--- config.mk ---
export PLATFORM = sky130hd
export DESIGN_NAME = icache_direct_mapped_flat
export DESIGN_NICKNAME = d
export VERILOG_FILES = /design/src/rtl/icache_direct_mapped_pkg.sv /design/src/rtl/icache_direct_mapped_if.sv /design/src/rtl/icache_direct_mapped_tag_array.sv /design/src/rtl/icache_direct_mapped.sv /design/src/flat_wrapper.sv
export SDC_FILE = /design/constraint.sdc
export NUM_CORES = 2
export LEC_CHECK = 0
export ABC_CLOCK_PERIOD_IN_PS = 4950
export BUFFER_PORTS_ARGS = -buffer_cell sky130_fd_sc_hd__buf_2
export CAP_MARGIN = 15
export CORE_UTILIZATION = 60
export DETAILED_ROUTE_END_ITERATION = 12
export MAX_ROUTING_LAYER = met4
export PLACE_DENSITY = 0.76
export SYNTH_ARGS = -nofsm -noshare
export SYNTH_HDL_FRONTEND = slang
export SYNTH_HIERARCHICAL = 1
export SYNTH_SLANG_ARGS = --single-unit
--- constraint.sdc ---
create_clock -name clk_in -period 4.95 [get_ports clk_in]
set_clock_uncertainty 0.05 [all_clocks]
set_input_delay 0.495 -clock clk_in [delete_from_list [all_inputs] [get_ports clk_in]]
set_output_delay 0.495 -clock clk_in [all_outputs]
set_load 0.005 [all_outputs]
--- src/rtl/icache_direct_mapped_pkg.sv ---
// Shared defaults and FSM state type for the direct-mapped instruction cache.
package icache_direct_mapped_pkg;

  localparam int unsigned ICACHE_LINE_BYTES_LOG = 4;
  localparam int unsigned ICACHE_LINE_NUM_LOG   = 4;

  typedef enum logic [1:0] {
    ST_IDLE      = 2'd0,
    ST_REFILL    = 2'd1,
    ST_WAIT_LAST = 2'd2
  } icache_state_e;

  // Tag width left over once the line offset and the index are removed from a 32-bit pc.
  function automatic int unsigned icache_tag_width(input int unsigned line_bytes_log,
                                                   input int unsigned line_num_log);
    return 32 - line_bytes_log - line_num_log;
  endfunction

endpackage

--- src/rtl/icache_direct_mapped_if.sv ---
// Fetch-side and memory-side signals of the instruction cache.
// slave: the cache itself; master: the fetcher/arbiter/memory environment.
interface icache_direct_mapped_if;

  logic        req_valid;
  logic [31:0] req_pc;
  logic        flush;
  logic [31:0] inst_out;
  logic        valid_out;

  logic        mem_en;
  logic [31:0] mem_addr;
  logic        mem_gnt;
  logic        mem_valid;
  logic [7:0]  mem_byte;

  modport master (
    output req_valid, req_pc, flush, mem_gnt, mem_valid, mem_byte,
    input  inst_out, valid_out, mem_en, mem_addr
  );

  modport slave (
    input  req_valid, req_pc, flush, mem_gnt, mem_valid, mem_byte,
    output inst_out, valid_out, mem_en, mem_addr
  );

endinterface

--- src/rtl/icache_direct_mapped_tag_array.sv ---
// Valid bits and tags of the direct-mapped instruction cache.
// Combinational hit lookup, one write port, flush-all.
module icache_tag_array #(
  parameter int unsigned LINE_NUM_LOG = 4,
  parameter int unsigned TAG_W        = 24
) (
  input  logic                    clk_in,
  input  logic                    rst_in,
  input  logic                    flush_all,
  input  logic [LINE_NUM_LOG-1:0] rd_index,
  input  logic [TAG_W-1:0]        rd_tag,
  output logic                    hit,
  input  logic                    wr_en,
  input  logic [LINE_NUM_LOG-1:0] wr_index,
  input  logic [TAG_W-1:0]        wr_tag
);

  localparam int unsigned LINES = 1 << LINE_NUM_LOG;

  logic [LINES-1:0] valid_q;
  logic [TAG_W-1:0] tag_q [LINES];

  // Valid bits: cleared by reset or flush; set when a refill completes.
  always_ff @(posedge clk_in) begin
    if (rst_in || flush_all) begin
      valid_q <= '0;
    end else if (wr_en) begin
      valid_q[wr_index] <= 1'b1;
    end
  end

  // Tag storage needs no reset; the valid bit qualifies it.
  always_ff @(posedge clk_in) begin
    if (wr_en) begin
      tag_q[wr_index] <= wr_tag;
    end
  end

  assign hit = valid_q[rd_index] && (tag_q[rd_index] == rd_tag);

endmodule

--- src/rtl/icache_direct_mapped.sv ---
// Direct-mapped instruction cache: 1-cycle hits, byte-serial line refill
// through a granted byte-wide memory port, whole-cache flush.
// Optional: ICACHE_STATS_EN enables the hit/miss counters (otherwise tied to 0).
module icache_direct_mapped
  import icache_direct_mapped_pkg::*;
#(
  parameter int unsigned LINE_BYTES_LOG = ICACHE_LINE_BYTES_LOG,
  parameter int unsigned LINE_NUM_LOG   = ICACHE_LINE_NUM_LOG
) (
  input  logic                   clk_in,
  input  logic                   rst_in,
  icache_direct_mapped_if.slave  bus,
  output logic [31:0]            hit_count,
  output logic [31:0]            miss_count
);

  localparam int unsigned TAG_W = icache_tag_width(LINE_BYTES_LOG, LINE_NUM_LOG);
  localparam int unsigned AW    = LINE_BYTES_LOG + LINE_NUM_LOG;
  localparam int unsigned DEPTH = 1 << AW;

  icache_state_e state_q, state_d;

  logic [31:LINE_BYTES_LOG]   line_q;      // line base address of the refill
  logic [LINE_BYTES_LOG-1:0]  issue_q;     // next byte offset to request
  logic [LINE_BYTES_LOG-1:0]  inflight_q;  // offset of the granted, not yet returned byte
  logic                       pend_q;      // a granted byte is outstanding

  logic [7:0]  data_q [DEPTH];
  logic [31:0] inst_q;
  logic        valid_q;

  logic [LINE_NUM_LOG-1:0] req_index;
  logic [TAG_W-1:0]        req_tag;
  logic [AW-3:0]           rd_word;
  logic                    hit;

  logic        hit_now;
  logic        start_miss;
  logic        grant;
  logic        fill_done;
  logic        byte_wr;
  logic        mem_en;
  logic [31:0] mem_addr;

  logic unused_pc_bits;
  assign unused_pc_bits = &{1'b0, bus.req_pc[1:0]};

  assign req_index = bus.req_pc[AW-1:LINE_BYTES_LOG];
  assign req_tag   = bus.req_pc[31:AW];
  assign rd_word   = bus.req_pc[AW-1:2];

  icache_tag_array #(
    .LINE_NUM_LOG (LINE_NUM_LOG),
    .TAG_W        (TAG_W)
  ) u_tags (
    .clk_in    (clk_in),
    .rst_in    (rst_in),
    .flush_all (bus.flush),
    .rd_index  (req_index),
    .rd_tag    (req_tag),
    .hit       (hit),
    .wr_en     (fill_done),
    .wr_index  (line_q[AW-1:LINE_BYTES_LOG]),
    .wr_tag    (line_q[31:AW])
  );

  // State register.
  always_ff @(posedge clk_in) begin
    if (rst_in) begin
      state_q <= ST_IDLE;
    end else begin
      state_q <= state_d;
    end
  end

  // Next state and memory request; flush outranks hit, miss and refill progress.
  always_comb begin
    state_d    = state_q;
    mem_en     = 1'b0;
    mem_addr   = '0;
    hit_now    = 1'b0;
    start_miss = 1'b0;
    grant      = 1'b0;
    fill_done  = 1'b0;
    unique case (state_q)
      ST_IDLE: begin
        if (bus.req_valid && !bus.flush) begin
          if (hit) begin
            hit_now = 1'b1;
          end else begin
            start_miss = 1'b1;
            state_d    = ST_REFILL;
          end
        end
      end
      ST_REFILL: begin
        mem_en   = 1'b1;
        mem_addr = {line_q, issue_q};
        grant    = bus.mem_gnt;
        if (bus.flush) begin
          state_d = ST_IDLE;
        end else if (grant && (issue_q == '1)) begin
          state_d = ST_WAIT_LAST;
        end
      end
      ST_WAIT_LAST: begin
        if (bus.flush) begin
          state_d = ST_IDLE;
        end else if (pend_q && bus.mem_valid) begin
          fill_done = 1'b1;
          state_d   = ST_IDLE;
        end
      end
      default: state_d = ST_IDLE;
    endcase
  end

  assign byte_wr      = pend_q && bus.mem_valid && !bus.flush;
  assign bus.mem_en   = mem_en;
  assign bus.mem_addr = mem_addr;

  // Refill bookkeeping: line base, issue pointer, and the single outstanding byte.
  always_ff @(posedge clk_in) begin
    if (rst_in) begin
      line_q     <= '0;
      issue_q    <= '0;
      inflight_q <= '0;
      pend_q     <= 1'b0;
    end else begin
      if (start_miss) begin
        line_q  <= bus.req_pc[31:LINE_BYTES_LOG];
        issue_q <= '0;
      end else if (grant) begin
        issue_q <= issue_q + LINE_BYTES_LOG'(1);
      end
      if (bus.flush) begin
        pend_q <= 1'b0;
      end else if (grant) begin
        pend_q     <= 1'b1;
        inflight_q <= issue_q;
      end else if (bus.mem_valid) begin
        pend_q <= 1'b0;
      end
    end
  end

  // Data array: returned bytes land at the offset latched when they were granted.
  always_ff @(posedge clk_in) begin
    if (byte_wr) begin
      data_q[{line_q[AW-1:LINE_BYTES_LOG], inflight_q}] <= bus.mem_byte;
    end
  end

  // Registered hit response, little-endian word assembly.
  always_ff @(posedge clk_in) begin
    if (rst_in) begin
      valid_q <= 1'b0;
      inst_q  <= '0;
    end else begin
      valid_q <= hit_now;
      if (hit_now) begin
        inst_q <= {data_q[{rd_word, 2'd3}], data_q[{rd_word, 2'd2}],
                   data_q[{rd_word, 2'd1}], data_q[{rd_word, 2'd0}]};
      end
    end
  end

  assign bus.valid_out = valid_q;
  assign bus.inst_out  = inst_q;

`ifdef ICACHE_STATS_EN
  logic [31:0] hit_q, miss_q;

  // Hit/miss statistics, wrapping modulo 2^32.
  always_ff @(posedge clk_in) begin
    if (rst_in) begin
      hit_q  <= '0;
      miss_q <= '0;
    end else begin
      if (hit_now)    hit_q  <= hit_q + 32'd1;
      if (start_miss) miss_q <= miss_q + 32'd1;
    end
  end

  assign hit_count  = hit_q;
  assign miss_count = miss_q;
`else
  assign hit_count  = '0;
  assign miss_count = '0;
`endif

endmodule

--- src/flat_wrapper.sv ---
// flat-port wrapper written by rule: the top's interface ports become plain ports
module icache_direct_mapped_flat import icache_direct_mapped_pkg::*;
#(
  parameter int unsigned LINE_BYTES_LOG = ICACHE_LINE_BYTES_LOG,
  parameter int unsigned LINE_NUM_LOG   = ICACHE_LINE_NUM_LOG
)
  (clk_in, rst_in, hit_count, miss_count, bus_req_valid, bus_req_pc, bus_flush, bus_mem_gnt, bus_mem_valid, bus_mem_byte, bus_inst_out, bus_valid_out, bus_mem_en, bus_mem_addr);
  icache_direct_mapped_if bus_i ();
  input  logic clk_in;
  input  logic rst_in;
  output logic [31:0] hit_count;
  output logic [31:0] miss_count;
  input wire logic [$bits(bus_i.req_valid)-1:0] bus_req_valid;
  input wire logic [$bits(bus_i.req_pc)-1:0] bus_req_pc;
  input wire logic [$bits(bus_i.flush)-1:0] bus_flush;
  input wire logic [$bits(bus_i.mem_gnt)-1:0] bus_mem_gnt;
  input wire logic [$bits(bus_i.mem_valid)-1:0] bus_mem_valid;
  input wire logic [$bits(bus_i.mem_byte)-1:0] bus_mem_byte;
  output wire logic [$bits(bus_i.inst_out)-1:0] bus_inst_out;
  output wire logic [$bits(bus_i.valid_out)-1:0] bus_valid_out;
  output wire logic [$bits(bus_i.mem_en)-1:0] bus_mem_en;
  output wire logic [$bits(bus_i.mem_addr)-1:0] bus_mem_addr;
  assign bus_i.req_valid = bus_req_valid;
  assign bus_i.req_pc = bus_req_pc;
  assign bus_i.flush = bus_flush;
  assign bus_i.mem_gnt = bus_mem_gnt;
  assign bus_i.mem_valid = bus_mem_valid;
  assign bus_i.mem_byte = bus_mem_byte;
  assign bus_inst_out = bus_i.inst_out;
  assign bus_valid_out = bus_i.valid_out;
  assign bus_mem_en = bus_i.mem_en;
  assign bus_mem_addr = bus_i.mem_addr;
  icache_direct_mapped #(.LINE_BYTES_LOG(LINE_BYTES_LOG), .LINE_NUM_LOG(LINE_NUM_LOG)) u_core (.clk_in(clk_in), .rst_in(rst_in), .bus(bus_i), .hit_count(hit_count), .miss_count(miss_count));
endmodule
==> results by group <==
Worst setup path
  • Critical path fanouts, max: 12
  • CP max stage delay: 0.63 ns
  • Worst EP required: 5.69 ns
  • CP Launch Type: flop
  • Worst-path cell chain: mux4_2 -> nor2b_1 -> a211oi_1 -> a21oi_1 -> xor2_1 -> nor4_1 -> and4_1 -> buf_4 -> inv_1 -> nor4_4 -> buf_12 -> nand2_1 -> buf_4 -> o21ai_0 -> a31oi_1 -> o21ai_0
  • Buf/Inv on CP: 4
  • RR Endpoint: u_core/bus.inst_out[16]
  • R2R depth: 16
  • CP endpoint kind: flop
  • R2r setup slk: 0.66 ns
  • Critical path arrival: 5.03 ns
  • Critical path class: flop to flop
  • Crit-path slowest cell: nor4_1
  • CP delay by family, top: simple AND/OR/NAND/NOR gates
  • Worst R2R Start: u_core/u_tags/tag_q[5][16]

Timing
  • Fin. max-slew vios: 0
  • Setup TNS: 0 ns
  • Peak Freq: 233 MHz
  • Worst-Margin Slew: 1.34 ns
  • RSZ-0062 raised after global routing: no
  • Min Tclk post-route: 4.29 ns
  • Rel. slew slack: 0.106
  • Tcrit/Tclk final: 0.867
  • Hold Violations, Final: 0
  • Final setup violating endpoints: 0
  • Worst Slack Setup Final: 0.660 ns

GRT
  • Largest net degree at the start of global routing: 155
  • Overflow after GRT: 0
  • Initial antenna violation count: 6
  • First-pass GRT wire length: 356,000 µm
  • Vias in the first global route: 51,100
  • GRT Resource Usage Total: 0.308

Floorplan
  • Die Y: 408 µm
  • Core area: 0.163 mm²
  • Initial Util: 0.606
  • Die Width: 408 µm
  • # IOs: 176
  • Die ar.: 0.167 mm²
  • Cell row count: 148

CTS
  • Clk_lat worst skew: 0.89 ns
  • CTS Hold Bufs: 27
  • Number of buffers created by CTS: 234
  • Post-CTS setup buffer count: 0
  • H-Tree Level Count: 4
  • CTS tree: done
  • Reg clk slew, reported paths: 0.06 ns
  • Max Root-Sink Buffers: 3
  • Resized Gates After CTS: 0
  • Clk sinks: 2,520
  • Root buf cell: clkbuf_16

Power
  • PD cells: 391 mW/mm²
  • Peak VDD IR: 423 µV
  • Leak Pwr: 0.0362 µW

Synth
  • Cell Area, Synth: 0.0990 mm²
  • EDFF count, synth: 2,432
  • Seq/Total Area, Yosys: 0.755
  • Most used DFF post-synth: edfxtp_1
  • Syn. warnings: 6
  • Synth Register Bits: 2,520
  • Async S/R FF share, synth: 0
  • Syn Area/Cell: 19.4 µm²
  • Post-Synthesis Cells: 5,116
  • Synth cell types: 75

Placed design
  • Number of port buffers: 109
  • Dpl ws: 0.125 ns
  • RD Place Congestion: 0.864
  • DP Area: 0.102 mm²
  • Dpl hpwl: 146,000 µm

Routing
  • Drt total wl: 248,000 µm
  • Vias: 52,600
  • Detailed Route Iter0 Violations: 7,743
  • Routed vias/inst: 6.79
  • Post-DRT Antenna Nets: 0
  • First-pass detailed-route iteration total: 10
  • WL/cell: 32.1 µm
  • Residual DRC: 0

Layout
  • Commonest non-fill, non-tap cells in the layout: edfxtp_1 (2,432), mux4_2 (441), mux2i_1 (428)
  • Final core utilization: 0.675
  • Layout cell share with drive strength beyond 1: 0.197
  • Area grow syn2layout: 11.3%
  • Fin nets: 5,405
  • Fin area: 0.110 mm²
  • Fill cells: 9,922
  • Most common cell after layout, fill and taps aside: edfxtp_1

Min path
  • Min-Delay Endpoint: u_core/state_q[1]
  • Worst hold start: bus_flush
  • Hold-critical path depth: 2
  • Hold crit path type: primary input to flop

Run status
  • Status: completed

Flow run
  • Max-cap violations: 0
power breakdown:
part           total [µW]  leakage, µW  switching, µW  internal [µW]
clock network       17600      0.00365           7640           9970
logic                2080      0.00951           1360            718
registers           23400       0.0231           49.5          23400
per-layer routing:
layer | track usage | vias up | share of wire
met1 | 0.426 | 27200 | 0.37
met3 | 0.0708 | 495 | 0.13
met5 | - | - | 0
met4 | 0.0998 | 0 | 0.034
li1 | - | 21200 | -
met2 | 0.459 | 3667 | 0.47
synthesized netlist by cell type (51+ instances only):
library cell / count / share of area
mux2i_1: 428 / 0.043
clkbuf_1: 153 / 0.0058
dfxtp_1: 88 / 0.018
a21oi_1: 105 / 0.0053
o22ai_1: 102 / 0.0064
nor2_1: 353 / 0.013
mux4_2: 441 / 0.10
nand2_1: 157 / 0.0060
a22oi_1: 65 / 0.0049
o21ai_0: 51 / 0.0026
edfxtp_1: 2432 / 0.74
buf_4: 117 / 0.0089
o221ai_1: 61 / 0.0054
worst register-to-register path, cell delays in order (launching register included):
cell      delay, ns
edfxtp_1       0.36
mux4_2         0.46
nor2b_1        0.14
a211oi_1       0.23
a21oi_1        0.11
xor2_1         0.21
nor4_1         0.63
and4_1         0.46
buf_4          0.21
inv_1          0.08
nor4_4         0.30
buf_12         0.21
nand2_1        0.09
buf_4          0.24
o21ai_0        0.21
a31oi_1        0.07
o21ai_0        0.14
final cells by class:
type / instances / area [µm²] / share of cell area
diodes: 6 / 15.0 / 0.000136
repair buffers: 321 / 2810 / 0.0255
flip-flops and latches: 2520 / 74800 / 0.678
well taps: 2175 / 2720 / 0.0247
inverters: 12 / 47.5 / 0.000431
multi-input cells: 2269 / 22400 / 0.203
clock inverters: 129 / 1270 / 0.0116
clock buffers: 305 / 6220 / 0.0564
through the flow:
step	total power, µW	cells	hold slack, ns
3_3_place_gp	25800	7269	0.391
5_1_grt	44100	7734	0.122
6_report	43100	7737	0.106
4_1_cts	43200	7731	0.0560
3_5_place_dp	25900	7270	0.400
2_1_floorplan	25000	5179	0.385
sequential cells by signal, summed over array words and instances (netlist names):
| register | flops |
|---|---|
| u_core/u_tags/valid_q | 16 |
| u_core/pend_q | 1 |
| u_core/data_q | 2048 |
| u_core/line_q | 28 |
| u_core/state_q | 2 |
| u_core/inflight_q | 4 |
| u_core/u_tags/tag_q | 384 |
| u_core/bus.inst_out | 32 |
| u_core/bus.valid_out | 1 |
| u_core/issue_q | 4 |
worst max path at each step:
stage,end,from,depth (start not counted)
3_5_place_dp,u_core/bus.inst_out[16],bus_req_pc[4],18
3_3_place_gp,u_core/bus.inst_out[1],bus_req_pc[4],14
2_1_floorplan,u_core/u_tags/tag_q[0][0],bus_flush,5
4_1_cts,u_core/bus.inst_out[16],u_core/u_tags/tag_q[5][16],16
6_report,u_core/bus.inst_out[16],u_core/u_tags/tag_q[5][16],16
5_1_grt,u_core/bus.inst_out[16],u_core/u_tags/tag_q[3][6],16
cell families (layout without fill, tap and decap cells):
| kind of cell | after synthesis | after routing | share of synthesized area |
|---|---|---|---|
| buffers and inverters | 390 | 767 | 0.0232 |
| AO/OA/AOI/OAI | 586 | 586 | 0.0413 |
| flip-flops | 2520 | 2520 | 0.755 |
| XOR/XNOR | 29 | 29 | 0.00257 |
| AND/OR/NAND/NOR | 712 | 712 | 0.0318 |
| adder cells (fa/ha/maj) | 1 | 1 | 0.000126 |
| multiplexers | 877 | 877 | 0.146 |
| other | 1 | 70 | 0.0000379 |
No activity file was read; power rests on OpenSTA's default activity.
